File: src/rtl/ife_pkg.sv
// Shared constants and state encoding for the image scan controller.
// Exports: IMG_W_DEF, AW, RES_TMO_DEF, state_t.
package ife_pkg;
  localparam int IMG_W_DEF   = 128;
  localparam int AW          = 14;
  localparam int RES_TMO_DEF = 15;

  typedef enum logic [2:0] {
    S_IDLE,
    S_FETCH,
    S_CAPT,
    S_EVAL,
    S_WAIT,
    S_WRITE
  } state_t;
endpackage

File: src/rtl/ife_scan_ctrl_tap.sv
// ife_tap_addr: combinational 3x3 tap address and pad flag generator.
// Ports: x, y (pixel), k (tap 0..8) -> iaddr (0 when padded), pad.
module ife_tap_addr
  import ife_pkg::*;
#(
  parameter int IMG_W = IMG_W_DEF
) (
  input  logic [AW-1:0] x,
  input  logic [AW-1:0] y,
  input  logic [3:0]    k,
  output logic [AW-1:0] iaddr,
  output logic          pad
);
  logic [1:0] row;
  logic [1:0] col;
  int         xi;
  int         yi;

  always_comb begin
    row   = 2'(k / 4'd3);
    col   = 2'(k % 4'd3);
    xi    = int'(x) + int'(col) - 1;
    yi    = int'(y) + int'(row) - 1;
    pad   = (xi < 0) || (xi >= IMG_W) ||
            (yi < 0) || (yi >= IMG_W);
    iaddr = pad ? '0 : AW'(yi * IMG_W + xi);
  end
endmodule

File: src/rtl/ife_scan_ctrl.sv
// ife_scan_ctrl: raster scan of a square image, 3x3 window fetch,
// result handshake with timeout, and result memory write per pixel.
// Ports: clk, reset, ready/sel (start), busy, iaddr/idata (source),
// mode/win_data/win_valid (to kernel), res_valid/res_data (from kernel),
// addr/data_wr/wen (result memory), tmo_err (sticky per frame).
module ife_scan_ctrl
  import ife_pkg::*;
#(
  parameter int IMG_W   = IMG_W_DEF,
  parameter int RES_TMO = RES_TMO_DEF
) (
  input  logic          clk,
  input  logic          reset,
  input  logic          ready,
  input  logic [1:0]    sel,
  output logic          busy,
  output logic [AW-1:0] iaddr,
  input  logic [7:0]    idata,
  output logic [1:0]    mode,
  output logic [71:0]   win_data,
  output logic          win_valid,
  input  logic          res_valid,
  input  logic [7:0]    res_data,
  output logic [AW-1:0] addr,
  output logic [7:0]    data_wr,
  output logic          wen,
  output logic          tmo_err
);
  localparam int NPIX = IMG_W * IMG_W;
  localparam int TW   = $clog2(RES_TMO + 1);

  state_t        state;
  state_t        state_n;
  logic [AW-1:0] x;
  logic [AW-1:0] y;
  logic [AW-1:0] p;
  logic [3:0]    k;
  logic [TW-1:0] tcnt;
  logic          cap_en;
  logic          cap_pad;
  logic [3:0]    cap_k;
  logic [AW-1:0] tap_addr;
  logic          tap_pad;
  logic          take;
  logic          tmo;
  logic          last;

  ife_tap_addr #(.IMG_W(IMG_W)) u_tap (
    .x    (x),
    .y    (y),
    .k    (k),
    .iaddr(tap_addr),
    .pad  (tap_pad)
  );

  assign busy      = (state != S_IDLE);
  assign win_valid = (state == S_EVAL);
  assign wen       = (state == S_WRITE);
  assign iaddr     = (state == S_FETCH) ? tap_addr : '0;
  assign last      = (p == AW'(NPIX - 1));

  always_comb begin
    state_n = state;
    take    = 1'b0;
    tmo     = 1'b0;
    unique case (state)
      S_IDLE:  if (ready) state_n = S_FETCH;
      S_FETCH: if (k == 4'd8) state_n = S_CAPT;
      S_CAPT:  state_n = S_EVAL;
      S_EVAL: begin
        take    = res_valid;
        state_n = res_valid ? S_WRITE : S_WAIT;
      end
      S_WAIT: begin
        take = res_valid;
        tmo  = !res_valid && (tcnt == TW'(RES_TMO - 1));
        if (take || tmo) state_n = S_WRITE;
      end
      S_WRITE: state_n = last ? S_IDLE : S_FETCH;
      default: state_n = S_IDLE;
    endcase
  end

  always_ff @(posedge clk) begin
    if (reset) begin
      state    <= S_IDLE;
      x        <= '0;
      y        <= '0;
      p        <= '0;
      k        <= '0;
      tcnt     <= '0;
      cap_en   <= 1'b0;
      cap_pad  <= 1'b0;
      cap_k    <= '0;
      mode     <= '0;
      win_data <= '0;
      addr     <= '0;
      data_wr  <= '0;
      tmo_err  <= 1'b0;
    end else begin
      state   <= state_n;
      // Source data lags the address by one cycle, so remember
      // which tap was issued and whether it was padding.
      cap_en  <= (state == S_FETCH);
      cap_k   <= k;
      cap_pad <= tap_pad;
      if (cap_en)
        win_data[cap_k*8 +: 8] <= cap_pad ? 8'h00 : idata;
      unique case (state)
        S_IDLE: begin
          if (ready) begin
            mode    <= sel;
            p       <= '0;
            x       <= '0;
            y       <= '0;
            k       <= '0;
            tmo_err <= 1'b0;
          end
        end
        S_FETCH: k <= (k == 4'd8) ? 4'd0 : k + 4'd1;
        S_EVAL:  tcnt <= '0;
        S_WAIT:  tcnt <= tcnt + 1'b1;
        S_WRITE: begin
          p <= p + 1'b1;
          if (x == AW'(IMG_W - 1)) begin
            x <= '0;
            y <= y + 1'b1;
          end else begin
            x <= x + 1'b1;
          end
        end
        default: ;
      endcase
      if (take || tmo) begin
        addr    <= p;
        data_wr <= take ? res_data : 8'h00;
      end
      if (tmo) tmo_err <= 1'b1;
    end
  end
endmodule

File: config.mk
export PLATFORM = sky130hd
export DESIGN_NAME = ife_scan_ctrl
export DESIGN_NICKNAME = d
export VERILOG_FILES = /design/src/rtl/ife_pkg.sv /design/src/rtl/ife_scan_ctrl_tap.sv /design/src/rtl/ife_scan_ctrl.sv
export SDC_FILE = /design/constraint.sdc
export NUM_CORES = 1
export LEC_CHECK = 0
export BUFFER_PORTS_ARGS = -buffer_cell sky130_fd_sc_hd__clkbuf_2
export CORE_UTILIZATION = 44
export CTS_BUF_LIST = sky130_fd_sc_hd__clkbuf_16
export DETAILED_ROUTE_END_ITERATION = 8
export MAX_ROUTING_LAYER = met4
export PLACE_DENSITY_LB_ADDON = 0.3
export RECOVER_POWER = 25
export SYNTH_ARGS = -nofsm -noshare
export SYNTH_HDL_FRONTEND = slang
export SYNTH_SLANG_ARGS = --single-unit
File: constraint.sdc
create_clock -name clk -period 7.6 [get_ports clk]
set_input_delay 0.38 -clock clk [delete_from_list [all_inputs] [get_ports clk]]
set_output_delay 0.38 -clock clk [all_outputs]
set_load 0.005 [all_outputs]
* Yosys cells after proc, flatten, opt, wreduce, memory -nomap -nowiden
Index checks and enable logic that the tools add are counted.
Storage, ports and cells: output and inout bits 114, logic and storage cells 93, bits of input ports 22, register bits 156
Operators by class: muxes and demuxes 26, add/subtract/negate cells 11, equal/unequal tests 13, shifts and indexed selects 2, reductions and logical operators 21, divide/modulo/power cells 2, magnitude comparators 4
Operators with widths (count):
- $pmux W14 S2 | 3
- $bwmux W72 | 1
- $shift A8 B34 Y72 const A | 1
- $shiftx A8 B34 Y72 | 1
- $mux W14 | 5
- $ge A32 B9 Y1 const B | 2
- $lt A32 B1 Y1 const B | 2
- $add A14 B1 Y14 const B | 3
- $neg A7 Y34 | 1
- $sub A15 B1 Y16 const B | 2
- $add A14 B2 Y15 | 2
- $pmux W3 S6 | 1
- $mux W8 | 2
- $pmux W4 S2 | 2
- $add A14 B14 Y14 | 1
- $eq A14 B14 Y1 const B | 1
- $eq A14 B7 Y1 const B | 1
- $reduce_bool A2 Y1 | 5
- $mux W3 | 3
- $add A4 B1 Y4 const B | 2
- $eq A4 B4 Y1 const B | 2
- $mux W4 | 2
- $reduce_and A2 Y1 | 4
- $mux W1 | 7
- 14 further kinds | 23

* Depth between registers and ports, before layout
word-level depth 9, mapped depth 27, gate-level depth less buffers 27

* Modules after synthesis
Synthesis repeated with hierarchy kept, for this count alone.
Unflattened totals: cells, all modules 1132, area total of the unflattened synthesis 9110.0 µm²
By module, submodules not included:
- ife_scan_ctrl | times used 1, area an instance 6832.8 µm², sequential area each 3123.0 µm², cells an instance 810
- ife_tap_addr | times used 1, area an instance 2277.2 µm², sequential area each 0.0 µm², cells an instance 322

* Least setup slack after synthesis
No wires, ideal clock.
path kind reg2out, start point register k[2], end point output iaddr[13], data arrival time 5.081 ns, data required time 7.220 ns, buffers on the path 0, cell stages (with the launch flop) 28, slack 2.139 ns, cells stage by stage dfxtp_1 -> nor2b_1 -> ha_1 -> inv_1 -> ha_1 -> a21boi_0 -> xnor2_1 -> ha_1 -> or2_2 -> mux2i_1 -> ha_1 -> inv_1 -> ha_1 -> fa_1 -> a21o_1 -> a221oi_2 -> xnor2_1 -> ha_1 -> inv_1 -> fa_1 -> inv_1 -> a21o_1 -> a21oi_1 -> o21bai_1 -> a21oi_1 -> xnor2_1 -> xnor2_1 -> and3_1
Between the ends: word-level cells in the longest chain between the ends 9, elaborated cells on any way between the ends 16, those cells by class add/sub (5); div (2); order compare (4); mux (2); reduce/logical (3)
RTL lines:
- start, declared | line ife_scan_ctrl.sv:37 | logic [3:0] k;
- start signal, assigned | line ife_scan_ctrl.sv:120 | S_FETCH: k <= (k == 4'd8) ? 4'd0 : k + 4'd1;
- $mod A4 B2 Y4 | line ife_scan_ctrl_tap.sv:21 | col = 2'(k % 4'd3);
- $add A14 B2 Y15 | line ife_scan_ctrl_tap.sv:22 | xi = int'(x) + int'(col) - 1;
- $sub A15 B1 Y16 | line ife_scan_ctrl_tap.sv:22
- $lt A32 B1 Y1 or $ge A32 B9 Y1 (tied branches) | line ife_scan_ctrl_tap.sv:24 | pad = (xi < 0) || (xi >= IMG_W) ||
- $logic_or A1 B1 Y1 (2 in series) | line ife_scan_ctrl_tap.sv:24
- $logic_or A1 B1 Y1 | line ife_scan_ctrl_tap.sv:25 | (yi < 0) || (yi >= IMG_W);
- $mux W14 (*) | line ife_scan_ctrl_tap.sv:26 | iaddr = pad ? '0 : AW'(yi * IMG_W + xi);
- $mux W14 (*) | line ife_scan_ctrl.sv:59 | assign iaddr = (state == S_FETCH) ? tap_addr : '0;
- end, declared | line ife_scan_ctrl.sv:17 | output logic [AW-1:0] iaddr,
Every way passes the cells marked *; elsewhere a longest branch is shown, timed or not.

* Worst setup path after layout
Ends and elaborated chain as after synthesis.

==> run_results.csv <==
group,metric,value,unit
global_routing,grt_pass1_vias,6806,
power,leakage,4.11,nW
cts,clock_latency,0.42,ns
drt,drc,0,
drt,via_count,7656,
sta,setup_viol,0,
synthesis,yosysTopAreaCellShare,0.360,
sta,min_period,6.49,ns
setup_path,crit_top_cell,"ha_1",
synthesis,ys_seq_area_frac,0.360,
cts,cts_made_buffers,17,
power,clkPwrFrac,0.403,
drt,final_antenna_net_count,0,
cts,cts_resized,0,
synthesis,syn_nets,1169,
floorplan,fp.dieW,142,um
setup_path,path_max_fanout,9,
layout,n_fill_cell,1945,
cts,post-cts-setup-buffer-count,0,
power,comb_power_share,0.190,
sta,tightest_slew,1.07,ns
layout,final_cell_mix,"156 x dfxtp_1, 121 x nand2_1, 119 x nor2_1",
cts,path_clk_slew,0.06,ns
sta,slew_violations,0,
layout,drive_gt1_frac,0.126,
setup_path,crit_slowest_cell,"a221oi_2",
outcome,status,"finished, final reports clean",
power,pwr-share-seq,0.407,
synthesis,synth_cell_types,63,
synthesis,ys_warn_count,0,
run,drv_cap,0,
sta,setup_tns,0,ns
layout,diodes,0,
global_routing,track_usage,0.215,
cts,cts_buffer_depth,2,
cts,htreeDepth,4,
floorplan,core-area,19400,um^2
synthesis,yosysTopAreaCell,"dfxtp_1",
placed_design,port_buffers,135,
placed_design,placedCellCount,1422,
power,power.share.switching,0.281,
floorplan,dieArea,20300,um^2
drt,avgViaCountPerCell,5.28,
hold_path,hold_class,"input pin to register",
power,internal_power,1.50,mW
synthesis,synth_cells,1069,
setup_path,crit_path_end_kind,"primary output",
floorplan,die_y,142,um
power,p_sw,586,uW
synthesis,ys_async_sr_fraction,0,
synthesis,synth_top_flop_cell,"dfxtp_1",
setup_path,cp.required,7.22,ns
synthesis,synth_seq_cells,156,
synthesis,netlist_area,8680,um^2
setup_path,path_class,"register to primary output",
sta,grt_setup_unrepaired,"false",
power,ir_drop,0.000130,V
setup_path,arrival,6.11,ns
cts,ctsHoldBuffers,0,
placed_design,gp_congestion,0.903,
cts,tritoncts,"done",
layout,layout_commonest_cell,"dfxtp_1",
synthesis,syn_avg_cell_area,8.12,um^2
setup_path,critPathMaxStageDelay,0.45,ns
drt,dr.pass1.iters,5,
drt,finalWirelength,21000,um
global_routing,grt_max_degree,89,
layout,nets,1276,
sta,worst_slack,1.11,ns
placed_design,place_ws,1.60,ns
synthesis,synth_edf_count,0,
floorplan,core.rowCount,51,
synthesis,synth_area_leaders,"dfxtp_1 36%, ha_1 11%, a21oi_1 6.7%, mux2i_1 5.3%, nand2_1 5.2%",
global_routing,grt_first_pass_wirelength,34100,um
power,powerDensity,208,nW/um^2
cts,cts.sinks,156,
sta,slew_headroom,0.288,
layout,final_cells,1451,
setup_path,start_kind,"register",
drt,detail_route.wl_per_cell,14.5,um
cts,ctsRootBufferMaster,"clkbuf_16",
floorplan,io_pins,136,
global_routing,antenna_found_initial,0,
floorplan,initial_core_util,0.448,
global_routing,overflow,0,
sta,period_share,0.854,
drt,drtIter0Drc,355,
sta,fmax,0.154,GHz
sta,hold_viol,0,
setup_path,crit_buf_inv,5,
setup_path,critPathTopFamily,"adder cells",
layout,syn2layout_area_growth,15.7,%
sta,finClkSkew,0.0113,ns
placed_design,hpwl,15100,um
-- kinds of logic (layout without fill, tap and decap cells) --
logic type               after synthesis  after routing  synth area share
AO/OA/AOI/OAI                        209            209             0.144
XOR/XNOR                              39             39            0.0393
adder cells (fa/ha/maj)               78             78             0.115
buffers and inverters                105            222            0.0465
flip-flops                           156            156             0.360
multiplexers                          49             49            0.0569
AND/OR/NAND/NOR                      433            433             0.239
-- worst reg2reg max path: stages, from the launching register on --
cell      delay (ns)
dfxtp_1         0.38
nor2b_1         0.17
ha_1            0.18
inv_1           0.05
ha_1            0.20
a21boi_0        0.36
xnor2_1         0.15
ha_1            0.19
or2_2           0.33
mux2i_1         0.13
ha_1            0.28
inv_1           0.04
ha_1            0.21
fa_1            0.40
a21o_1          0.19
a221oi_2        0.45
o21ai_0         0.21
xnor2_1         0.19
a211o_1         0.24
nor4_1          0.17
and4_2          0.43
nor2_1          0.06
-- registers in the layout, summed over array words and instances (netlist names) --
register / count
cap_pad: 1
tmo_err: 1
cap_k: 4
cap_en: 1
k: 4
y: 14
addr: 14
mode: 2
p: 14
x: 14
tcnt: 4
state: 3
win_data: 72
data_wr: 8
-- power groups by stage --
stage | Combinational, mW | Sequential [mW] | Clock [mW]
2_1_floorplan | 0.303 | 0.860 | 0
3_3_place_gp | 0.396 | 0.868 | 0
3_5_place_dp | 0.397 | 0.869 | 0
4_1_cts | 0.400 | 0.850 | 0.859
5_1_grt | 0.447 | 0.853 | 0.893
6_report | 0.397 | 0.851 | 0.842
-- metal layers --
metal / wire [um] / up-vias / part of all wire / track usage
met3: 951 / 13 / 0.045 / 0.0441
met4: 138 / 0 / 0.0066 / 0.0458
met5: 0 / - / 0 / -
li1: - / 3904 / - / -
met2: 9770 / 145 / 0.47 / 0.345
met1: 10100 / 3594 / 0.48 / 0.278
-- layout make-up --
| class | instances | area (um^2) | share of cell area |
|---|---|---|---|
| flip-flops and latches | 156 | 3120 | 0.311 |
| clock inverters | 12 | 151 | 0.0151 |
| multi-input cells | 808 | 5160 | 0.513 |
| clock buffers | 17 | 425 | 0.0424 |
| well taps | 265 | 332 | 0.0330 |
| inverters | 55 | 206 | 0.0206 |
| repair buffers | 138 | 649 | 0.0646 |
-- metrics by stage --
stage          area, um^2  utilization  total power [mW]  hold WS, ns
2_1_floorplan        8680            -              1.16        0.448
3_3_place_gp         9520        0.491              1.26        0.438
3_5_place_dp         9520        0.491              1.27        0.443
4_1_cts             10100        0.520              2.11        0.151
5_1_grt             10000        0.518              2.19        0.183
6_report            10000        0.518              2.09        0.171
-- worst paths after layout --
| path | startpoint | endpoint | slack, ns | cells after the start |
|---|---|---|---|---|
| worst max register to register | k[2] | cap_pad | 2.45 | 21 |
| worst max-delay path | k[2] | iaddr[13] | 1.11 | 28 |
| worst min register to register | win_data[43] | win_data[43] | 0.45 | 2 |
| worst min-delay path | res_data[1] | data_wr[1] | 0.17 | 3 |
-- Yosys cell counts, types with 24 or more instances --
master / n
nand3_1: 65
ha_1: 75
nor2b_1: 24
clkbuf_1: 38
mux2i_1: 46
and3_1: 25
dfxtp_1: 156
o21ai_0: 28
a21oi_1: 116
inv_1: 54
nand2_1: 121
nor2_1: 119
xnor2_1: 30
Note: power is estimated with default switching activity, not from simulation.
